**src/rtl/range_sweep_controller_pkg.sv**
```systemverilog
// Shared definitions for the range sweep controller: default legal counter
// range, default widths and the sweep state encoding.
package range_sweep_controller_pkg;

  localparam int unsigned DEF_WIDTH   = 8;
  localparam int unsigned DEF_MIN_VAL = 10;
  localparam int unsigned DEF_MAX_VAL = 40;
  localparam int unsigned DEF_SWP_W   = 8;

  typedef enum logic [2:0] {
    ST_IDLE,
    ST_LOAD,
    ST_UP,
    ST_DWELL_HI,
    ST_DOWN,
    ST_DWELL_LO
  } sweep_state_t;

endpackage

```
**src/rtl/range_sweep_controller_dwell_timer.sv**
```systemverilog
// sweep_dwell_timer: loadable down-counter that stops at zero.
// Used for the hold period at both sweep bounds.
//  clk, rst  clock, synchronous active-high reset
//  load      load load_val this cycle (takes priority over dec)
//  load_val  value to load
//  dec       decrement by one (saturates at zero)
//  expired   count is zero
module sweep_dwell_timer #(
  parameter int unsigned W = 8
) (
  input  logic         clk,
  input  logic         rst,
  input  logic         load,
  input  logic [W-1:0] load_val,
  input  logic         dec,
  output logic         expired
);

  logic [W-1:0] cnt_q;

  always_ff @(posedge clk) begin
    if (rst) begin
      cnt_q <= '0;
    end else if (load) begin
      cnt_q <= load_val;
    end else if (dec && (cnt_q != '0)) begin
      cnt_q <= cnt_q - W'(1);
    end
  end

  assign expired = (cnt_q == '0);

endmodule

```
**src/rtl/range_sweep_controller.sv**
```systemverilog
// range_sweep_controller: drives an up/down/load range counter through
// programmable triangle sweeps lo->hi->lo with a hold at each bound, and
// checks the counter's feedback against the expected value.
//  clk, rst    clock, synchronous active-high reset
//  start       1-cycle request; samples cfg_* when idle
//  stop        abort the sweep and park the counter
//  cfg_lo/hi   sweep bounds (MIN_VAL <= lo < hi <= MAX_VAL)
//  cfg_dwell   extra hold cycles at each bound
//  cfg_sweeps  number of full sweeps (0 = run until stop)
//  count       counter output (feedback)
//  u_d/load/data  counter controls
//  busy        sweep in progress
//  done        pulse when the programmed sweeps have finished
//  err         pulse on a rejected config or a feedback mismatch
module range_sweep_controller
  import range_sweep_controller_pkg::*;
#(
  parameter int unsigned WIDTH   = DEF_WIDTH,
  parameter int unsigned MIN_VAL = DEF_MIN_VAL,
  parameter int unsigned MAX_VAL = DEF_MAX_VAL,
  parameter int unsigned SWP_W   = DEF_SWP_W
) (
  input  logic             clk,
  input  logic             rst,
  input  logic             start,
  input  logic             stop,
  input  logic [WIDTH-1:0] cfg_lo,
  input  logic [WIDTH-1:0] cfg_hi,
  input  logic [7:0]       cfg_dwell,
  input  logic [SWP_W-1:0] cfg_sweeps,
  input  logic [WIDTH-1:0] count,
  output logic             u_d,
  output logic             load,
  output logic [WIDTH-1:0] data,
  output logic             busy,
  output logic             done,
  output logic             err
);

  localparam logic [WIDTH-1:0] MIN_V  = WIDTH'(MIN_VAL);
  localparam logic [WIDTH-1:0] MAX_V  = WIDTH'(MAX_VAL);
  localparam logic [WIDTH-1:0] ONE    = WIDTH'(1);
  localparam logic [SWP_W-1:0] ONE_SW = SWP_W'(1);

  sweep_state_t     state_q, state_n;
  logic [WIDTH-1:0] park_q, park_n, lo_q, lo_n, hi_q, hi_n, exp_q, data_n;
  logic [7:0]       dwell_q, dwell_n;
  logic [SWP_W-1:0] rem_q, rem_n;
  logic             cont_q, cont_n;
  logic             u_d_n, load_n, busy_n, done_n, err_n;
  logic             tmr_load, tmr_dec, tmr_expired, sweep_end, cfg_ok;
  logic [WIDTH-1:0] count_clamped;

  assign cfg_ok = (cfg_lo >= MIN_V) && (cfg_lo < cfg_hi) && (cfg_hi <= MAX_V);
  assign count_clamped = (count < MIN_V) ? MIN_V : ((count > MAX_V) ? MAX_V : count);

  sweep_dwell_timer #(.W(8)) u_dwell (
    .clk      (clk),
    .rst      (rst),
    .load     (tmr_load),
    .load_val (dwell_q - 8'd1),
    .dec      (tmr_dec),
    .expired  (tmr_expired)
  );

  always_comb begin
    state_n   = state_q;
    park_n    = park_q;
    lo_n      = lo_q;
    hi_n      = hi_q;
    dwell_n   = dwell_q;
    rem_n     = rem_q;
    cont_n    = cont_q;
    done_n    = 1'b0;
    err_n     = 1'b0;
    tmr_load  = 1'b0;
    tmr_dec   = 1'b0;
    sweep_end = 1'b0;

    if (state_q == ST_IDLE) begin
      if (start && !stop) begin
        if (cfg_ok) begin
          state_n = ST_LOAD;
          lo_n    = cfg_lo;
          hi_n    = cfg_hi;
          dwell_n = cfg_dwell;
          rem_n   = cfg_sweeps;
          cont_n  = (cfg_sweeps == '0);
        end else begin
          err_n = 1'b1;
        end
      end
    end else if (stop) begin
      state_n = ST_IDLE;
      park_n  = count_clamped;
    end else if ((state_q != ST_LOAD) && (count != exp_q)) begin
      state_n = ST_IDLE;
      park_n  = MIN_V;
      err_n   = 1'b1;
    end else begin
      // Bound tests fire one cycle early because the counter moves on the
      // same edge that the registered controls change.
      case (state_q)
        ST_LOAD: state_n = ST_UP;
        ST_UP: begin
          if (count == hi_q - ONE) begin
            if (dwell_q != '0) begin
              state_n  = ST_DWELL_HI;
              tmr_load = 1'b1;
            end else begin
              state_n = ST_DOWN;
            end
          end
        end
        ST_DWELL_HI: begin
          if (tmr_expired) state_n = ST_DOWN;
          else             tmr_dec = 1'b1;
        end
        ST_DOWN: begin
          if (count == lo_q + ONE) begin
            if (dwell_q != '0) begin
              state_n  = ST_DWELL_LO;
              tmr_load = 1'b1;
            end else begin
              sweep_end = 1'b1;
            end
          end
        end
        ST_DWELL_LO: begin
          if (tmr_expired) sweep_end = 1'b1;
          else             tmr_dec   = 1'b1;
        end
        default: state_n = ST_IDLE;
      endcase
    end

    if (sweep_end) begin
      if (!cont_q && (rem_q == ONE_SW)) begin
        state_n = ST_IDLE;
        park_n  = lo_q;
        done_n  = 1'b1;
      end else begin
        state_n = ST_UP;
        if (!cont_q) rem_n = rem_q - ONE_SW;
      end
    end

    // Outputs are decoded from the next state so they register with it.
    u_d_n  = 1'b1;
    load_n = 1'b1;
    data_n = park_n;
    case (state_n)
      ST_LOAD, ST_DWELL_LO: data_n = lo_n;
      ST_DWELL_HI:          data_n = hi_n;
      ST_UP:                load_n = 1'b0;
      ST_DOWN: begin
        u_d_n  = 1'b0;
        load_n = 1'b0;
      end
      default: ;
    endcase
    busy_n = (state_n != ST_IDLE);
  end

  always_ff @(posedge clk) begin
    if (rst) begin
      state_q <= ST_IDLE;
      park_q  <= MIN_V;
      lo_q    <= MIN_V;
      hi_q    <= MAX_V;
      dwell_q <= '0;
      rem_q   <= '0;
      cont_q  <= 1'b0;
      exp_q   <= MIN_V;
      u_d     <= 1'b1;
      load    <= 1'b1;
      data    <= MIN_V;
      busy    <= 1'b0;
      done    <= 1'b0;
      err     <= 1'b0;
    end else begin
      state_q <= state_n;
      park_q  <= park_n;
      lo_q    <= lo_n;
      hi_q    <= hi_n;
      dwell_q <= dwell_n;
      rem_q   <= rem_n;
      cont_q  <= cont_n;
      // Expected count follows the controls currently applied to the counter.
      if (load)     exp_q <= data;
      else if (u_d) exp_q <= exp_q + ONE;
      else          exp_q <= exp_q - ONE;
      u_d     <= u_d_n;
      load    <= load_n;
      data    <= data_n;
      busy    <= busy_n;
      done    <= done_n;
      err     <= err_n;
    end
  end

endmodule
```
**config.mk**
```make
export PLATFORM = sky130hd
export DESIGN_NAME = range_sweep_controller
export DESIGN_NICKNAME = d
export VERILOG_FILES = /design/src/rtl/range_sweep_controller_pkg.sv /design/src/rtl/range_sweep_controller_dwell_timer.sv /design/src/rtl/range_sweep_controller.sv
export SDC_FILE = /design/constraint.sdc
export NUM_CORES = 1
export LEC_CHECK = 0
export BUFFER_PORTS_ARGS = -buffer_cell sky130_fd_sc_hd__buf_4
export CORE_MARGIN = 3
export CORE_UTILIZATION = 25
export CTS_CLUSTER_SIZE = 40
export DETAILED_ROUTE_END_ITERATION = 8
export HOLD_SLACK_MARGIN = 0.1
export PLACE_DENSITY = 0.42
export SYNTH_ARGS = -nofsm -noshare
export SYNTH_HDL_FRONTEND = slang
export SYNTH_SLANG_ARGS = --single-unit
export TNS_END_PERCENT = 5
```
**constraint.sdc**
```tcl
create_clock -name clk -period 3.2 [get_ports clk]
set_input_delay 0.16 -clock clk [delete_from_list [all_inputs] [get_ports clk]]
set_output_delay 0.16 -clock clk [all_outputs]
set_load 0.01 [all_outputs]
```
==> results of run 1 <==
## tightest hold or removal path: cells and delay by family
| family | cells | cell delay [ps] |
|---|---|---|
| buf+inv | 1 | 100 |
| simple gates | 1 | 100 |
| mux | 1 | 70 |
## synthesized netlist by cell type (8+ instances only)
cell type / n / area share [%]
clkbuf_1: 22 / 1.8
nand3_1: 12 / 1.3
o21ai_0: 10 / 1.1
mux2_2: 10 / 2.4
inv_1: 30 / 2.4
xor2_1: 19 / 3.5
mux2i_1: 25 / 5.3
ha_1: 18 / 4.8
a211oi_1: 8 / 1.3
a21oi_1: 37 / 3.9
nor4_1: 11 / 1.5
nor3_1: 18 / 1.9
or3_1: 12 / 1.6
xnor2_1: 17 / 3.2
nand2b_1: 10 / 1.3
nor2_1: 64 / 5.1
nand2_1: 30 / 2.4
dfxtp_1: 73 / 31
## cell usage in the layout, fill, tap and decap left out, types with 9 or more instances in the layout
| cell | instances |
|---|---|
| nor3_1 | 17 |
| nor2_1 | 64 |
| mux2_2 | 10 |
| xnor2_1 | 17 |
| ha_1 | 16 |
| or3_1 | 12 |
| o21ai_0 | 10 |
| nand2b_1 | 10 |
| a21oi_1 | 36 |
| clkbuf_16 | 9 |
| mux2i_1 | 25 |
| buf_4 | 103 |
| inv_1 | 30 |
| xor2_1 | 19 |
| nand3_1 | 11 |
| dlygate4sd3_1 | 10 |
| nand2_1 | 29 |
| nor4_1 | 11 |
| dfxtp_1 | 70 |
## flip-flops by register name (all words and copies together), names as in the netlist
name and flops:
data 8, dwell_q 8, exp_q 8, hi_q 8, lo_q 8, park_q 8
rem_q 8, u_dwell.cnt_q 8, state_q 3, busy 1, cont_q 1, done 1
err 1, load 1, u_d 1
## timing repair
action | CTS | global route
endpoints found under the setup margin | 3 | 14
resized for setup | 5 | 9
pin swaps | 2 | 6
hold endpoints to repair | 10 | 0
hold buffers | 10 | 0
setup buffers | 3 | 2
## worst max path at each step
| stage | start | to | slack [ps] | cells past startpoint |
|---|---|---|---|---|
| 2_1_floorplan | hi_q[0]$_SDFF_PP0_ | u_dwell.cnt_q[6]$_SDFFE_PP0P_ | 9 | 14 |
| 3_3_place_gp | hi_q[1]$_SDFF_PP0_ | u_dwell.cnt_q[6]$_SDFFE_PP0P_ | -30 | 13 |
| 3_5_place_dp | hi_q[1]$_SDFF_PP0_ | u_dwell.cnt_q[6]$_SDFFE_PP0P_ | -100 | 13 |
| 4_1_cts | lo_q[0]$_SDFF_PP0_ | u_dwell.cnt_q[6]$_SDFFE_PP0P_ | 1 | 14 |
| 5_1_grt | lo_q[1]$_SDFF_PP1_ | u_dwell.cnt_q[6]$_SDFFE_PP0P_ | -120 | 15 |
| 6_report | lo_q[1]$_SDFF_PP1_ | u_dwell.cnt_q[6]$_SDFFE_PP0P_ | 80 | 15 |
## cells by family (layout without fill, tap and decap cells)
kind of cell / count (synthesis) / after routing / share of synthesized area, %
simple gates: 198 / 198 / 21.8
compound gates: 140 / 140 / 21.1
flops: 73 / 73 / 31.0
buf+inv: 58 / 160 / 4.94
mux: 41 / 41 / 9.14
xor+xnor: 36 / 36 / 6.69
fa+ha+maj: 19 / 19 / 5.21
## layout make-up
| type | count | area (sq um) |
|---|---|---|
| fill | 1872 | 12100 |
| multi-input combinational | 434 | 3080 |
| sequential | 73 | 1470 |
| timing repair buffer | 114 | 893 |
| tap | 229 | 287 |
| clock buffer | 11 | 243 |
| inverter | 30 | 113 |
| clock inverter | 5 | 31.3 |
## power by group
part	total [mW]	switching [mW]	internal, mW	leakage (nW)
combinational	0.226	0.122	0.104	1.78
clock	0.948	0.404	0.543	0.135
sequential	0.920	0.00523	0.915	0.589
total	2.09	0.532	1.56	2.51
## per-layer routing
layer | wire length, um | global-route usage [%] | part of all wire, % | up-vias
met5 | 0 | 0 | 0 | -
met4 | 196 | 4.41 | 1.3 | 0
met3 | 405 | 2.34 | 2.6 | 12
met2 | 7190 | 24.9 | 47 | 79
met1 | 7610 | 21.0 | 49 | 2155
li1 | - | - | - | 2250
==> flow_metrics.env, run 1 <==
export IMPL_crit_slowest_cell="or4_4"
export IMPL_yosys_cell_types_count=71
export IMPL_clkTransAtPathRegs_ps=60
export IMPL_status="completed"
export IMPL_path_buf_inv=1
export IMPL_path_cells="ha_4 > nand2_2 > o21a_1 > or4_4 > a311o_1 > o41ai_4 > buf_4 > nand4_4 > mux2i_1 > ha_2 > nand2_1 > nor3_2 > xor2_1 > nand2_1 > a21oi_2"
export IMPL_r2r_setup_slack_ps=80
export IMPL_crit_family="simple AND/OR/NAND/NOR gates"
export IMPL_whs_endpoint="lo_q[5]$_SDFF_PP0_"
export IMPL_setup_ws_ps=79.0
export IMPL_drcViolationCount=0
export IMPL_fin_setup_tns_ps=0
export IMPL_yosys_warnings=0
export IMPL_max_freq_mhz=320
export IMPL_antenna_left=0
export IMPL_grt_overflow=0
export IMPL_layout_drive_gt1_share_pct=23.5
export IMPL_cp_data_required_time_ps=3470
export IMPL_grt_pass1_vias=4468
export IMPL_whs_ps=128
export IMPL_via_per_inst=5.02
export IMPL_grt_first_pass_wirelength_mm=24.7
export IMPL_cts_sinks=73
export IMPL_worst_r2r_path_depth=15
export IMPL_grt_total_usage_pct=15.3
export IMPL_initial_core_util_pct=25.9
export IMPL_die_area_sq_um=20500
export IMPL_netlist_area_sq_um=4710
export IMPL_tritoncts="yes"
export IMPL_post_route_util_pct=33.5
export IMPL_final_min_clock_period_ps=3120
export IMPL_netlist_instances=565
export IMPL_total_power_mw=2.09
export IMPL_synth_edff_count=0
export IMPL_cts_htree_levels=3
export IMPL_r2r_start="lo_q[1]$_SDFF_PP1_"
export IMPL_syn_mean_instance_area_sq_um=8.34
export IMPL_hold_viol_final=0
export IMPL_pre_cts_slack_ps=-104
export IMPL_antenna_found_initial=0
export IMPL_ios=57
export IMPL_fp_dieH_um=143
export IMPL_diodes=0
export IMPL_power_leakage_nw=2.51
export IMPL_rr_endpoint="u_dwell.cnt_q[6]$_SDFFE_PP0P_"
export IMPL_skew_ps=4.86
export IMPL_clkLatencyLatePin_ps=340
export IMPL_fin_crit_sh_pct=97.5
export IMPL_row_count=49
export IMPL_numCtsBuffers=9
export IMPL_path_common_cell="nand2_1"
export IMPL_async_flop_share_pct=0
export IMPL_drtIter0Drc=308
export IMPL_hpwlAfterDp_mm=11.7
export IMPL_nets=725
export IMPL_hp_class="input port to flip-flop"
export IMPL_crit_fanout=5
export IMPL_dr_pass1_iters=5
export IMPL_max_slew_worst_pin_slew_ps=723
export IMPL_end_kind="flip-flop"
export IMPL_instances_no_fill=896
export IMPL_core_area_sq_um=18200
export IMPL_die_width_um=143
export IMPL_slowest_delay_ps=520
export IMPL_slew_viol_final=0
export IMPL_worst_setup_path_start_kind="flip-flop"
export IMPL_drt_wl_total_mm=15.4
export IMPL_placed_area_sq_um=5650
export IMPL_cts_buffer_depth=2
export IMPL_num_vias=4496
export IMPL_root_buffer="clkbuf_16"
export IMPL_max_slew_margin_rel_pct=51.5
export IMPL_ir_drop_uv=229
export IMPL_min_from="cfg_lo[5]"
export IMPL_maxCapViolCount=0
export IMPL_worstSetupPathType="flip-flop to flip-flop"
export IMPL_syn_to_final_growth_pct=29.7
export IMPL_setup_viol=0
export IMPL_ys_ff_latch=73
export IMPL_place_inst=865
export IMPL_gp_routability_congestion=0.856
export IMPL_grt_max_degree=58
export IMPL_power_density_nw_per_um2=343
export IMPL_whs_path_depth=3
export IMPL_rsz0062_at_grt="true"
export IMPL_place_port_buffers=56
export IMPL_yosysSeqAreaShare_pct=31.0
export IMPL_fin_area_sq_um=6110
export IMPL_syn_nets=628
export IMPL_wl_per_cell_um=17.2
export IMPL_worstPathArrival_ps=3390
export IMPL_ys_dominant_reg_cell="dfxtp_1"
Note: power is estimated with default switching activity, not from simulation.
==> inputs of run 2 (changes only) <==
--- a/config.mk
+++ b/config.mk
@@ -6,7 +6,6 @@
 export NUM_CORES = 1
 export LEC_CHECK = 0
 export BUFFER_PORTS_ARGS = -buffer_cell sky130_fd_sc_hd__buf_4
-export CORE_MARGIN = 3
 export CORE_UTILIZATION = 25
 export CTS_CLUSTER_SIZE = 40
 export DETAILED_ROUTE_END_ITERATION = 8
==> constraint.sdc (replaced) <==
create_clock -name clk -period 3.2 [get_ports clk]
set_input_delay 0.48 -clock clk [delete_from_list [all_inputs] [get_ports clk]]
set_output_delay 0.48 -clock clk [all_outputs]
set_load 0.01 [all_outputs]
==> run 2 against run 1 <==
  * Clock power is 9% higher
  * Cell area decreased by 0.55%
  * Global-route usage is 0.88 points higher
  * Via count shrank 1.2%
  * The flow now finishes with violations (design-rule violations)
==> flow_metrics.env, run 2 (synthesized netlist as in run 1, its figures left out) <==
export IMPL_drcViolationCount=1
export IMPL_hold_viol_final=0
export IMPL_grt_total_usage_pct=16.2
export IMPL_num_vias=4442
export IMPL_ir_drop_uv=219
export IMPL_instances_no_fill=890
export IMPL_mostFrequentLayoutCells="buf_4 (106), dfxtp_1 (71), nor2_1 (64), a21oi_1 (36)"
export IMPL_grtUsageMet2_pct=25.8
export IMPL_cp_data_required_time_ps=3470
export IMPL_nets=720
export IMPL_final_common_cell="buf_4"
export IMPL_setup_viol=0
export IMPL_max_slew_margin_rel_pct=57.3
export IMPL_multi_input_area_sq_um=3070
export IMPL_violations="design-rule violations"
export IMPL_clkTransAtPathRegs_ps=60
export IMPL_slew_viol_final=0
export IMPL_power_leakage_nw=2.49
export IMPL_worst_setup_path_start_kind="flip-flop"
export IMPL_hp_class="input port to flip-flop"
export IMPL_grt_overflow=0
export IMPL_maxCapViolCount=0
export IMPL_fin_area_sq_um=6070
export IMPL_root_buffer="clkbuf_16"
export IMPL_fin_crit_sh_pct=96.7
export IMPL_grt_pass1_vias=4399
export IMPL_max_freq_mhz=323
export IMPL_initial_core_util_pct=25.9
export IMPL_dr_pass1_iters=6
export IMPL_end_kind="flip-flop"
export IMPL_row_count=49
export IMPL_busiest_layer="met2"
export IMPL_cts_htree_levels=3
export IMPL_tritoncts="yes"
export IMPL_max_slew_worst_pin_slew_ps=632
export IMPL_layout_drive_gt1_share_pct=23.6
export IMPL_hpwlAfterDp_mm=11.8
export IMPL_diodes=0
export IMPL_cts_hold_buf=0
export IMPL_n_fill_cell=1922
export IMPL_antenna_found_initial=0
export IMPL_grt_max_degree=44
export IMPL_antenna_left=0
export IMPL_status="finished with violations"
export IMPL_wl_per_cell_um=17.1
export IMPL_crit_fanout=6
export IMPL_place_port_buffers=56
export IMPL_skew_ps=14.5
export IMPL_grt_first_pass_wirelength_mm=24.4
export IMPL_ctsResizeCount=0
export IMPL_die_area_sq_um=19400
export IMPL_final_min_clock_period_ps=3100
export IMPL_fp_dieH_um=139
export IMPL_power_density_nw_per_um2=357
export IMPL_placed_area_sq_um=5750
export IMPL_core_area_sq_um=18200
export IMPL_gp_routability_congestion=0.837
export IMPL_clkLatencyLatePin_ps=340
export IMPL_grtUsageMet3_pct=3.30
export IMPL_place_inst=875
export IMPL_drt_wl_total_mm=15.2
export IMPL_cts_buffer_depth=2
export IMPL_regArea_sq_um=1460
export IMPL_cts_sinks=73
export IMPL_worstPathArrival_ps=3360
export IMPL_ios=57
export IMPL_via_per_inst=4.99
export IMPL_syn_to_final_growth_pct=29.0
export IMPL_numCtsBuffers=9
export IMPL_use_met1_pct=22.1
export IMPL_rsz0062_at_grt="true"
export IMPL_r2r_setup_slack_ps=100
export IMPL_drtIter0Drc=235
export IMPL_post_route_util_pct=33.4
export IMPL_worstSetupPathType="flip-flop to flip-flop"
export IMPL_cts_setup_buffers=0
export IMPL_die_width_um=139
[run 2: worst max-delay path, cell delays in order (launching register included)]
cell and delay [ps]:
dfxtp_2 350, ha_4 150, nand2_1 70, o21a_1 200
or4_4 520, a311o_1 450, o41ai_4 110, nand4_4 150
mux2i_1 190, ha_2 240, buf_6 120, nor2_1 40
or3_1 320, a21oi_2 120
[run 2: worst paths after layout]
check	start	to	depth (start not counted)
min	stop	err$_SDFF_PP0_	2
max	lo_q[0]$_SDFF_PP0_	u_dwell.cnt_q[6]$_SDFFE_PP0P_	13
max reg2reg	lo_q[0]$_SDFF_PP0_	u_dwell.cnt_q[6]$_SDFFE_PP0P_	13
min reg2reg	rem_q[5]$_SDFF_PP0_	rem_q[5]$_SDFF_PP0_	2
[run 2: metrics by stage]
step                TNS, ps  setup WS [ps]  total power [mW]  hold slack (ps)
CTS                       0           42.1              2.21              354
global route          -71.7          -71.7              2.27              370
detailed placement    -10.6          -10.6              1.16              472
floorplan                 0           8.84              1.05              444
global placement          0           11.6              1.16              463
finish                    0            104              2.17              371
[run 2: power breakdown]
part           leakage, nW  internal (mW)  switching (mW)
Clock                0.144          0.619           0.408
Sequential           0.589          0.915         0.00478
Combinational         1.76         0.0979           0.122
[run 2: area by class of cell]
class | count | area share, %
Inverter | 30 | 1.85
Multi-Input combinational cell | 434 | 50.5
Sequential cell | 73 | 24.1
Timing Repair Buffer | 109 | 13.9
Tap cell | 229 | 4.72
Clock buffer | 10 | 3.93
Clock inverter | 5 | 0.927
[run 2: metal layers]
layer | vias to the layer above | part of all wire, %
met2 | 82 | 46
li1 | 2234 | -
met1 | 2120 | 49
met5 | - | 0
met3 | 6 | 4.3
met4 | 0 | 0.70
